===== src/rtl/feature_threshold_sched.sv =====
// feature_threshold_sched: shares one signed multiplier/comparator among six feature
// engines (ll, ne, ps, theta, alpha, beta). Each channel's feature is compared against
// base*scale; per-channel decisions feed an N-of-6 detection flag.
// Optional: define THRESH_SCALE_CFG_EN to add a runtime scale-write port.
module feature_threshold_sched #(
   parameter int unsigned               SCALE_W = 16,
   parameter logic signed [SCALE_W-1:0] S0      = '0,
   parameter logic signed [SCALE_W-1:0] S1      = '0,
   parameter logic signed [SCALE_W-1:0] S2      = '0,
   parameter logic signed [SCALE_W-1:0] S3      = '0,
   parameter logic signed [SCALE_W-1:0] S4      = '0,
   parameter logic signed [SCALE_W-1:0] S5      = '0,
   parameter int unsigned               DET_MIN = 3
) (
   input  logic                      clk,
   input  logic                      rst,
   input  logic                      en,
   input  logic                      clr,
   input  logic [5:0]                feat_valid,
   input  logic [6*72-1:0]           feat_out,
   input  logic [6*50-1:0]           feat_base,
`ifdef THRESH_SCALE_CFG_EN
   input  logic                      cfg_we,
   input  logic [2:0]                cfg_addr,
   input  logic signed [SCALE_W-1:0] cfg_data,
`endif
   output logic [5:0]                bin_out,
   output logic [5:0]                bin_strobe,
   output logic [5:0]                overrun,
   output logic [2:0]                det_count,
   output logic                      det_flag,
   output logic                      busy
);

   localparam int unsigned NCH     = 6;
   localparam int unsigned OUT_W   = 72;
   localparam int unsigned BASE_W  = 50;
   localparam int unsigned OUT0_W  = 41;
   localparam int unsigned BASE0_W = 34;
   localparam int unsigned PROD_W  = BASE_W + SCALE_W;
   localparam int unsigned CMP_W   = ((OUT_W > PROD_W) ? OUT_W : PROD_W) + 1;

   logic signed [OUT_W-1:0]   cap_out  [NCH];
   logic signed [BASE_W-1:0]  cap_base [NCH];
   logic signed [OUT_W-1:0]   in_out   [NCH];
   logic signed [BASE_W-1:0]  in_base  [NCH];
   logic signed [SCALE_W-1:0] scale    [NCH];

   logic [NCH-1:0] pending, pending_n, overrun_n, gnt_mask, bin_out_n, strobe_n;
   logic [2:0]     ptr, ptr_n, gnt_idx;
   logic [3:0]     arb_idx;
   logic           gnt_v, cmp, s1_v_n, busy_n;

   logic                      s0_v, s1_v;
   logic [2:0]                s0_tag, s1_tag;
   logic signed [OUT_W-1:0]   s0_out, s1_out, sel_out;
   logic signed [BASE_W-1:0]  s0_base, sel_base;
   logic signed [SCALE_W-1:0] s0_scale, sel_scale;
   logic signed [PROD_W-1:0]  s1_prod;
   logic                      unused_ch0_hi;

   function automatic logic [2:0] popcnt6(input logic [5:0] v);
      logic [2:0] c;
      c = '0;
      for (int i = 0; i < 6; i++) c = c + 3'(v[i]);
      return c;
   endfunction

   // Input slicing; channel 0 carries narrower fields that are sign-extended
   always_comb begin
      for (int i = 0; i < NCH; i++) begin
         in_out[i]  = feat_out[OUT_W*i +: OUT_W];
         in_base[i] = feat_base[BASE_W*i +: BASE_W];
      end
      in_out[0]  = OUT_W'($signed(feat_out[OUT0_W-1:0]));
      in_base[0] = BASE_W'($signed(feat_base[BASE0_W-1:0]));
   end

   assign unused_ch0_hi = ^{feat_out[OUT_W-1:OUT0_W], feat_base[BASE_W-1:BASE0_W]};

`ifdef THRESH_SCALE_CFG_EN
   // Runtime-writable scale table; addresses 6 and 7 fall through untouched
   always_ff @(posedge clk or posedge rst) begin
      if (rst) begin
         scale[0] <= S0; scale[1] <= S1; scale[2] <= S2;
         scale[3] <= S3; scale[4] <= S4; scale[5] <= S5;
      end else if (cfg_we) begin
         for (int i = 0; i < NCH; i++)
            if (cfg_addr == 3'(i)) scale[i] <= cfg_data;
      end
   end
`else
   // Fixed scale table
   always_comb begin
      scale[0] = S0; scale[1] = S1; scale[2] = S2;
      scale[3] = S3; scale[4] = S4; scale[5] = S5;
   end
`endif

   // Round-robin arbiter: lowest offset from ptr wins, loop runs high-to-low offset
   always_comb begin
      gnt_v   = 1'b0;
      gnt_idx = '0;
      arb_idx = '0;
      for (int k = NCH - 1; k >= 0; k--) begin
         arb_idx = 4'(ptr) + 4'(k);
         if (arb_idx >= 4'(NCH)) arb_idx = arb_idx - 4'(NCH);
         if (en && !clr && pending[arb_idx[2:0]]) begin
            gnt_v   = 1'b1;
            gnt_idx = arb_idx[2:0];
         end
      end
      gnt_mask = gnt_v ? (6'(1) << gnt_idx) : '0;
   end

   // Operand mux for the granted channel (reads captures before this edge's overwrite)
   always_comb begin
      sel_out   = '0;
      sel_base  = '0;
      sel_scale = '0;
      for (int i = 0; i < NCH; i++) begin
         if (gnt_idx == 3'(i)) begin
            sel_out   = cap_out[i];
            sel_base  = cap_base[i];
            sel_scale = scale[i];
         end
      end
   end

   // Next-state: pending/overrun bookkeeping, pointer advance, compare stage, clear
   always_comb begin
      pending_n = (pending & ~gnt_mask) | feat_valid;
      overrun_n = overrun | (feat_valid & pending & ~gnt_mask);
      ptr_n     = ptr;
      bin_out_n = bin_out;
      strobe_n  = '0;
      s1_v_n    = s0_v;
      cmp       = CMP_W'(s1_out) >= CMP_W'(s1_prod);
      if (gnt_v) ptr_n = (gnt_idx == 3'(NCH - 1)) ? 3'd0 : gnt_idx + 3'd1;
      if (s1_v) begin
         for (int i = 0; i < NCH; i++) begin
            if (s1_tag == 3'(i)) begin
               bin_out_n[i] = cmp;
               strobe_n[i]  = 1'b1;
            end
         end
      end
      if (clr) begin
         pending_n = '0;
         overrun_n = '0;
         ptr_n     = '0;
         bin_out_n = '0;
         strobe_n  = '0;
         s1_v_n    = 1'b0;
      end
      busy_n = (|pending_n) | gnt_v | s1_v_n;
   end

   // State, capture, pipeline and output registers
   always_ff @(posedge clk or posedge rst) begin
      if (rst) begin
         for (int i = 0; i < NCH; i++) begin
            cap_out[i]  <= '0;
            cap_base[i] <= '0;
         end
         pending    <= '0;
         overrun    <= '0;
         ptr        <= '0;
         s0_v       <= 1'b0;
         s0_tag     <= '0;
         s0_out     <= '0;
         s0_base    <= '0;
         s0_scale   <= '0;
         s1_v       <= 1'b0;
         s1_tag     <= '0;
         s1_out     <= '0;
         s1_prod    <= '0;
         bin_out    <= '0;
         bin_strobe <= '0;
         det_count  <= '0;
         det_flag   <= 1'b0;
         busy       <= 1'b0;
      end else begin
         if (!clr) begin
            for (int i = 0; i < NCH; i++) begin
               if (feat_valid[i]) begin
                  cap_out[i]  <= in_out[i];
                  cap_base[i] <= in_base[i];
               end
            end
         end
         pending    <= pending_n;
         overrun    <= overrun_n;
         ptr        <= ptr_n;
         s0_v       <= gnt_v;
         s0_tag     <= gnt_idx;
         s0_out     <= sel_out;
         s0_base    <= sel_base;
         s0_scale   <= sel_scale;
         s1_v       <= s1_v_n;
         s1_tag     <= s0_tag;
         s1_out     <= s0_out;
         s1_prod    <= PROD_W'(s0_base) * PROD_W'(s0_scale);
         bin_out    <= bin_out_n;
         bin_strobe <= strobe_n;
         det_count  <= clr ? 3'd0 : popcnt6(bin_out);
         det_flag   <= clr ? 1'b0 : (popcnt6(bin_out) >= 3'(DET_MIN));
         busy       <= busy_n;
      end
   end

endmodule


===== config.mk =====
export PLATFORM = sky130hd
export DESIGN_NAME = feature_threshold_sched
export DESIGN_NICKNAME = d
export VERILOG_FILES = /design/src/rtl/feature_threshold_sched.sv
export SDC_FILE = /design/constraint.sdc
export NUM_CORES = 1
export LEC_CHECK = 0
export CORE_AREA = 3 3 299 301
export CTS_CLUSTER_SIZE = 24
export DETAILED_ROUTE_END_ITERATION = 6
export DIE_AREA = 0 0 302 304
export GPL_ROUTABILITY_DRIVEN = 0
export PLACE_DENSITY = 0.35
export SKIP_CTS_REPAIR_TIMING = 1
export SLEW_MARGIN = 30
export SYNTH_ARGS = -nofsm -noshare
export SYNTH_HDL_FRONTEND = slang
export SYNTH_SLANG_ARGS = --single-unit

===== constraint.sdc =====
create_clock -name clk -period 3.75 [get_ports clk]
set_clock_uncertainty 0.2 [all_clocks]
set_input_delay 0.375 -clock clk [delete_from_list [all_inputs] [get_ports clk]]
set_output_delay 0.375 -clock clk [all_outputs]
set_load 0.01 [all_outputs]

After elaboration in Yosys (flattened, before gate mapping)

Cells that the tools add are included.
Widths: inputs -> output; s select.

Reductions and logical operators: 31
Shift-type cells: 1
Add/sub/neg operators: 17
Equal/unequal tests: 10
Muxes and demuxes: 61
Order comparisons: 14
Bitwise gates (word level): 9

Operators with widths:

| operator            | number |
|---|---|
| $mux 72             | 6 |
| $ge 72x1->1 const B | 1 |
| $mux 3              | 16 |
| $mux 6              | 7 |
| $mux 1              | 26 |
| $lt 3x4->1 const B  | 6 |
| $reduce_and 2->1    | 12 |
| $ge 4x3->1 const B  | 5 |
| $and 6x6->6         | 3 |
| $bmux 1 s3          | 6 |
| $sub 3x3->3 const B | 6 |
| $reduce_bool 2->1   | 8 |
| $eq 3x2->1 const B  | 4 |
| $eq 3x3->1 const B  | 4 |
| $or 6x6->6          | 2 |
| $add 3x1->3         | 3 |
| $add 3x2->4 const B | 2 |
| $add 3x3->4 const B | 2 |
| $logic_and 1x1->1   | 7 |
| $eq 3x1->1 const B  | 2 |
| $logic_not 3->1     | 2 |
| $not 6->6           | 1 |
| $reduce_or 6->1     | 1 |
| $shl 1x3->6 const A | 1 |
| 9 further kinds     | 10 |

Output and inout bits: 23
Bits of input ports: 742
Word-level logic and storage cells: 168
Flip-flop bits (word level): 585

Depth between registers and ports, before layout

Depth in word-level cells: 21
Gate-level depth with buffers: 21

Worst setup path before layout

Ideal clock, no wire load.

Path kind: register to register
Start point: register ptr[0]
End point: register s0_out[71]
Arrival time: 3625 ps
Buffers on the path: 7
Setup time: 131 ps
Stages on the path, launching flop included: 21
Slack: -206 ps
Path through: dfrtp_1 > buf_6 > buf_4 > inv_1 > ha_1 > buf_2 > buf_1 > o311ai_1 > nand3_1 > nor3_2 > o21ai_1 > a221o_1 > nor2_4 > inv_2 > buf_2 > buf_2 > and2_1 > ha_1 > clkbuf_1 > a221oi_1 > o22ai_1

Longest elaborated chain between the ends: 19

RTL lines:

| element                                          | RTL line | source |
|---|---|---|
| from (decl)                                      | 50       | `logic [2:0] ptr, ptr_n, gnt_idx;` |
| from (signal assigned)                           | 194      | `ptr <= ptr_n;` |
| $add 3x3->4                                      | 106      | `arb_idx = 4'(ptr) + 4'(k);` |
| $ge 4x3->1 / $sub 3x3->3 (equally long branches) | 107      | `if (arb_idx >= 4'(NCH)) arb_idx = arb_idx - 4'(NCH);` |
| $mux 3                                           | 107      |  |
| $bmux 1 s3                                       | 108      | `if (en && !clr && pending[arb_idx[2:0]]) begin` |
| $mux 1 (implied by the code)                     | 108      |  |
| $logic_and 1x1->1                                | 108      |  |
| $mux 3 (5 in series)                             | 108      |  |
| $mux 3 (*)                                       | 108      |  |
| net gnt_idx[0]                                   | 50       |  |
| $logic_not 3->1                                  | 122      | `if (gnt_idx == 3'(i)) begin` |
| $mux 72 (5 in series)                            | 122      |  |
| $mux 72 (*)                                      | 122      |  |
| net sel_out[71]                                  | 56       | `logic signed [OUT_W-1:0] s0_out, s1_out, sel_out;` |
| to (signal assigned)                             | 197      | `s0_out <= sel_out;` |
| to (decl)                                        | 56       |  |

Mark *: on every way through the listed nets, which the timed path passes. The rest lies on a longest branch. The select of a mux whose other input is x is not followed.
A chain may end at the register's enable or synchronous reset.

Final worst setup path

Start point: register ptr[1]
End point: register busy

Longest elaborated chain between the ends: 21

RTL lines:

| element                                          | RTL line | source |
|---|---|---|
| $add 3x3->4                                      | 106      |  |
| $ge 4x3->1 / $sub 3x3->3 (equally long branches) | 107      |  |
| $mux 3                                           | 107      |  |
| $bmux 1 s3                                       | 108      |  |
| $mux 1 (implied by the code)                     | 108      |  |
| $logic_and 1x1->1                                | 108      |  |
| $mux 3 (6 in series)                             | 108      |  |
| $shl 1x3->6                                      | 113      | `gnt_mask = gnt_v ? (6'(1) << gnt_idx) : '0;` |
| $mux 6 (*)                                       | 113      |  |
| $not 6->6 (*)                                    | 132      | `pending_n = (pending & ~gnt_mask) \| feat_valid;` |
| $and 6x6->6 (*)                                  | 132      |  |
| $or 6x6->6 (*)                                   | 132      |  |
| $mux 6 (*)                                       | 148      | `if (clr) begin` |
| net pending_n[0]                                 | 49       | `logic [NCH-1:0] pending, pending_n, overrun_n, gnt_mask, bin_out_n, strobe_n;` |
| $reduce_or 6->1 (*)                              | 156      | `busy_n = (\|pending_n) \| gnt_v \| s1_v_n;` |
| $or 1x1->1 (*) (2 in series)                     | 156      |  |
| net busy_n                                       | 52       | `logic gnt_v, cmp, s1_v_n, busy_n;` |
| to (signal assigned)                             | 208      | `busy <= busy_n;` |
| to (decl)                                        | 32       | `output logic busy` |

Marks and branches as above.

==> metrics.txt <==
run status finished clean; start-to-end type of the worst setup path register to register; Worst EP arrival about 3.6 ns; aggregate global routing overflow 0; Synth Net Count between 1000 and 1500; power dissipated by switching net loads 1.54 mW; Crit-path slowest cell sky130_fd_sc_hd__mux4_2; TritonCTS clock tree built; post-synth design cell area slightly above 3000 sq um; launch point of the worst reg-to-reg path ptr[1]$_DFFE_PP0P_; overall via count from detail_route between 2000 and 3000; TritonRoute pass-1 iters 4; number of antenna violations at the first check in global routing 1; Final Hold Vio Count 0; die boundary height 304 um; Clk pin slew, worst setup/hold paths roughly 0.07 ns; vias per cell 1.72; number of buffers inserted by port buffering 38; power share of the sequential group 21.0%; final critical-path share of the clock period between 90 and 100%; origin of the worst setup path ptr[1]$_DFFE_PP0P_; Avg WL per Cell 7.64 um; Rel. slew slack 47.0%; # rows about 110; Die X 302 um; setup slack after placement -0.0455 ns; Starting DRT DRC Count 119; CP Capture Type register; DP HPWL 9610 um; pin count of the biggest net entering global routing 36; die area slightly above 90000 sq um; initial standard-cell utilization of the core 3.55%; part of the total power dissipated in combinational logic roughly 65%; post-layout instance count excluding filler cells 1552; Global Route Usage Sum between 2 and 3%; post-detailed-routing wire length 11900 um; growth of design area from synthesis to finish 82.9%; Leak Pwr between 1.5 and 2 nW; Final nets ~1200; final std cell area, no fill around 5600 sq um; Avg Inst Size Synth 9.51 sq um; cell-internal power 2.08 mW; list of cells traversed by the critical path buf_6, ha_4, mux4_2, a32oi_2, buf_6, o21ai_2, or3_4, o211ai_1, o21ai_2, nor3_4, a311oi_2, o21bai_1, or4_4; Max rail drop VDD around 0.17 mV; buffer cell driving the clock tree root sky130_fd_sc_hd__clkbuf_16; number of synthesized register bits 48; Min Clock Period, post-route ~3.7 ns; insertion delay of the later-clocked pin in the worst-skew pair 0.30 ns; Max Slew Vio Count 0; fraction of layout instances using a drive strength above 1 33.8%; power share of the clock group 14.6%; maximum capacitance violations 0; Num Clock Sinks 48; area post-placement 5200 sq um; Setup violations, final 0; synth warn 0; Core Util, Final 6.48%; Yosys cell types 70; most used flip-flop cell after synthesis sky130_fd_sc_hd__dfrtp_1; I/O pin count 765; number of clock buffers inserted by TritonCTS 5; Crit path max-delay family simple AND/OR/NAND/NOR gates; Max Clk Rate 0.273 GHz; total design power 3.62 mW; Max Fanout on Critical Path 5; summed negative setup slack over all endpoints 0 ns; placed instance count 1534; Setup crit start kind register; largest buffer count on any clock path 2; sequential element share of the synthesized area 39.0%; number of enable flip-flop cells after synthesis 0; vias in the first global route 2633; pwr/cell area between 600 and 700 nW/um^2; maximum level of the CTS H-tree 2; delay contributed by the slowest stage of the critical path approximately 0.53 ns; post-route antenna net violation count 0; class of the most critical hold timing path register to register; setup slack after layout 0.0921 ns; number of standard cells after synthesis about 320; setup repair after global routing missed its margin yes; proportion of synthesized flip-flops having asynchronous set or reset 100%; final routed DRC violation total 0; switching fraction of total power 42.7%; launch instance of the worst min-delay path s0_tag[0]$_DFF_PP0_; count of buffer and inverter cells on the critical path 2; first-pass GRT wire length between 15000 and 20000 um; Placeable Area between 80000 and 90000 sq um; Worst Hold Slack 0.289 ns; measured slew at the worst slew-check pin 0.793 ns; Crit path required time 3.72 ns
[layout by cell type (no fill, tap or decap), types with 4 or more instances in the layout]
cell type,count
sky130_fd_sc_hd__a21o_1,4
sky130_fd_sc_hd__a21oi_1,22
sky130_fd_sc_hd__buf_4,60
sky130_fd_sc_hd__clkbuf_16,5
sky130_fd_sc_hd__clkdlybuf4s50_1,38
sky130_fd_sc_hd__dfrtp_1,47
sky130_fd_sc_hd__ha_1,4
sky130_fd_sc_hd__ha_4,4
sky130_fd_sc_hd__inv_1,14
sky130_fd_sc_hd__inv_2,6
sky130_fd_sc_hd__mux2_2,11
sky130_fd_sc_hd__mux2i_1,5
sky130_fd_sc_hd__nand2_1,13
sky130_fd_sc_hd__nand2b_1,4
sky130_fd_sc_hd__nand3_1,9
sky130_fd_sc_hd__nor2_1,18
sky130_fd_sc_hd__nor2b_1,12
sky130_fd_sc_hd__nor3_1,6
sky130_fd_sc_hd__o21ai_0,4
sky130_fd_sc_hd__o21ai_2,4
sky130_fd_sc_hd__o31ai_1,4
[metal layers]
metal	track usage, %	vias to the layer above	wire (um)
li1	-	1295	-
met1	4.07	1302	6530
met2	3.29	63	4580
met3	0.985	2	706
met4	0.383	0	38
met5	0	-	0
[cell families after synthesis]
logic type	Yosys count	synth area share, %
mux	19	7.03
fa+ha+maj	14	6.42
flops	48	39.0
simple gates	99	18.7
buf+inv	58	8.20
xor+xnor	5	1.42
compound gates	81	19.2
[cell usage after synthesis (7+ instances only)]
library cell,instances,area (sq um)
sky130_fd_sc_hd__dfrtp_1,48,1200
sky130_fd_sc_hd__a21oi_1,23,115
sky130_fd_sc_hd__inv_1,19,71.3
sky130_fd_sc_hd__clkbuf_1,18,67.6
sky130_fd_sc_hd__nor2_1,18,67.6
sky130_fd_sc_hd__nand2_1,13,48.8
sky130_fd_sc_hd__nor2b_1,12,75.1
sky130_fd_sc_hd__ha_1,11,138
sky130_fd_sc_hd__mux2_2,11,124
sky130_fd_sc_hd__buf_2,10,50.1
sky130_fd_sc_hd__nand3_1,10,50.1
sky130_fd_sc_hd__nor3_1,8,40.0
sky130_fd_sc_hd__mux2i_1,7,70.1
[sequential cells by signal (all words and copies together), names as in the netlist, 3 cells and up]
signal and cells:
bin_out 6, bin_strobe 6, cap_out 6, det_count 3
overrun 6, pending 6, ptr 3, s0_tag 3
s1_tag 3
[path summary, 6_finish.rpt]
| kind | end | slack, ns | cells after the start |
|---|---|---|---|
| worst max-delay path | busy$_DFF_PP0_ | 0.09 | 13 |
| worst min-delay path | s1_tag[0]$_DFF_PP0_ | 0.29 | 0 |
| worst max register to register | busy$_DFF_PP0_ | 0.09 | 13 |
| worst min register to register | s1_tag[0]$_DFF_PP0_ | 0.29 | 0 |
| max in group asynchronous | bin_strobe[2]$_DFF_PP0_ | 2.25 | 3 |
| min in group asynchronous | overrun[4]$_DFF_PP0_ | 0.33 | 2 |
[worst register-to-register path: stages (launching register included)]
cell,delay [ns]
sky130_fd_sc_hd__dfrtp_2,0.43
sky130_fd_sc_hd__buf_6,0.14
sky130_fd_sc_hd__ha_4,0.14
sky130_fd_sc_hd__mux4_2,0.53
sky130_fd_sc_hd__a32oi_2,0.24
sky130_fd_sc_hd__buf_6,0.16
sky130_fd_sc_hd__o21ai_2,0.06
sky130_fd_sc_hd__or3_4,0.34
sky130_fd_sc_hd__o211ai_1,0.12
sky130_fd_sc_hd__o21ai_2,0.14
sky130_fd_sc_hd__nor3_4,0.24
sky130_fd_sc_hd__a311oi_2,0.14
sky130_fd_sc_hd__o21bai_1,0.18
sky130_fd_sc_hd__or4_4,0.49
[cell type report]
type,instances,area (sq um)
clock buffers,5,125
clock inverters,3,42.5
repair buffers,101,865
well taps,1155,1450
diodes,1,2.50
multi-input cells,218,1870
inverters,21,83.8
fillers,10200,81300
flip-flops and latches,48,1200
[power groups by stage]
| stage | combinational [mW] | clock, mW | sequential (mW) |
|---|---|---|---|
| global placement | 2.00 | 0 | 0.770 |
| finish | 2.34 | 0.527 | 0.759 |
| CTS | 2.01 | 0.556 | 0.761 |
| detailed placement | 1.99 | 0 | 0.770 |
| floorplan | 1.35 | 0 | 0.713 |
| global route | 2.57 | 0.581 | 0.779 |
No activity file was read; power rests on OpenSTA's default activity.
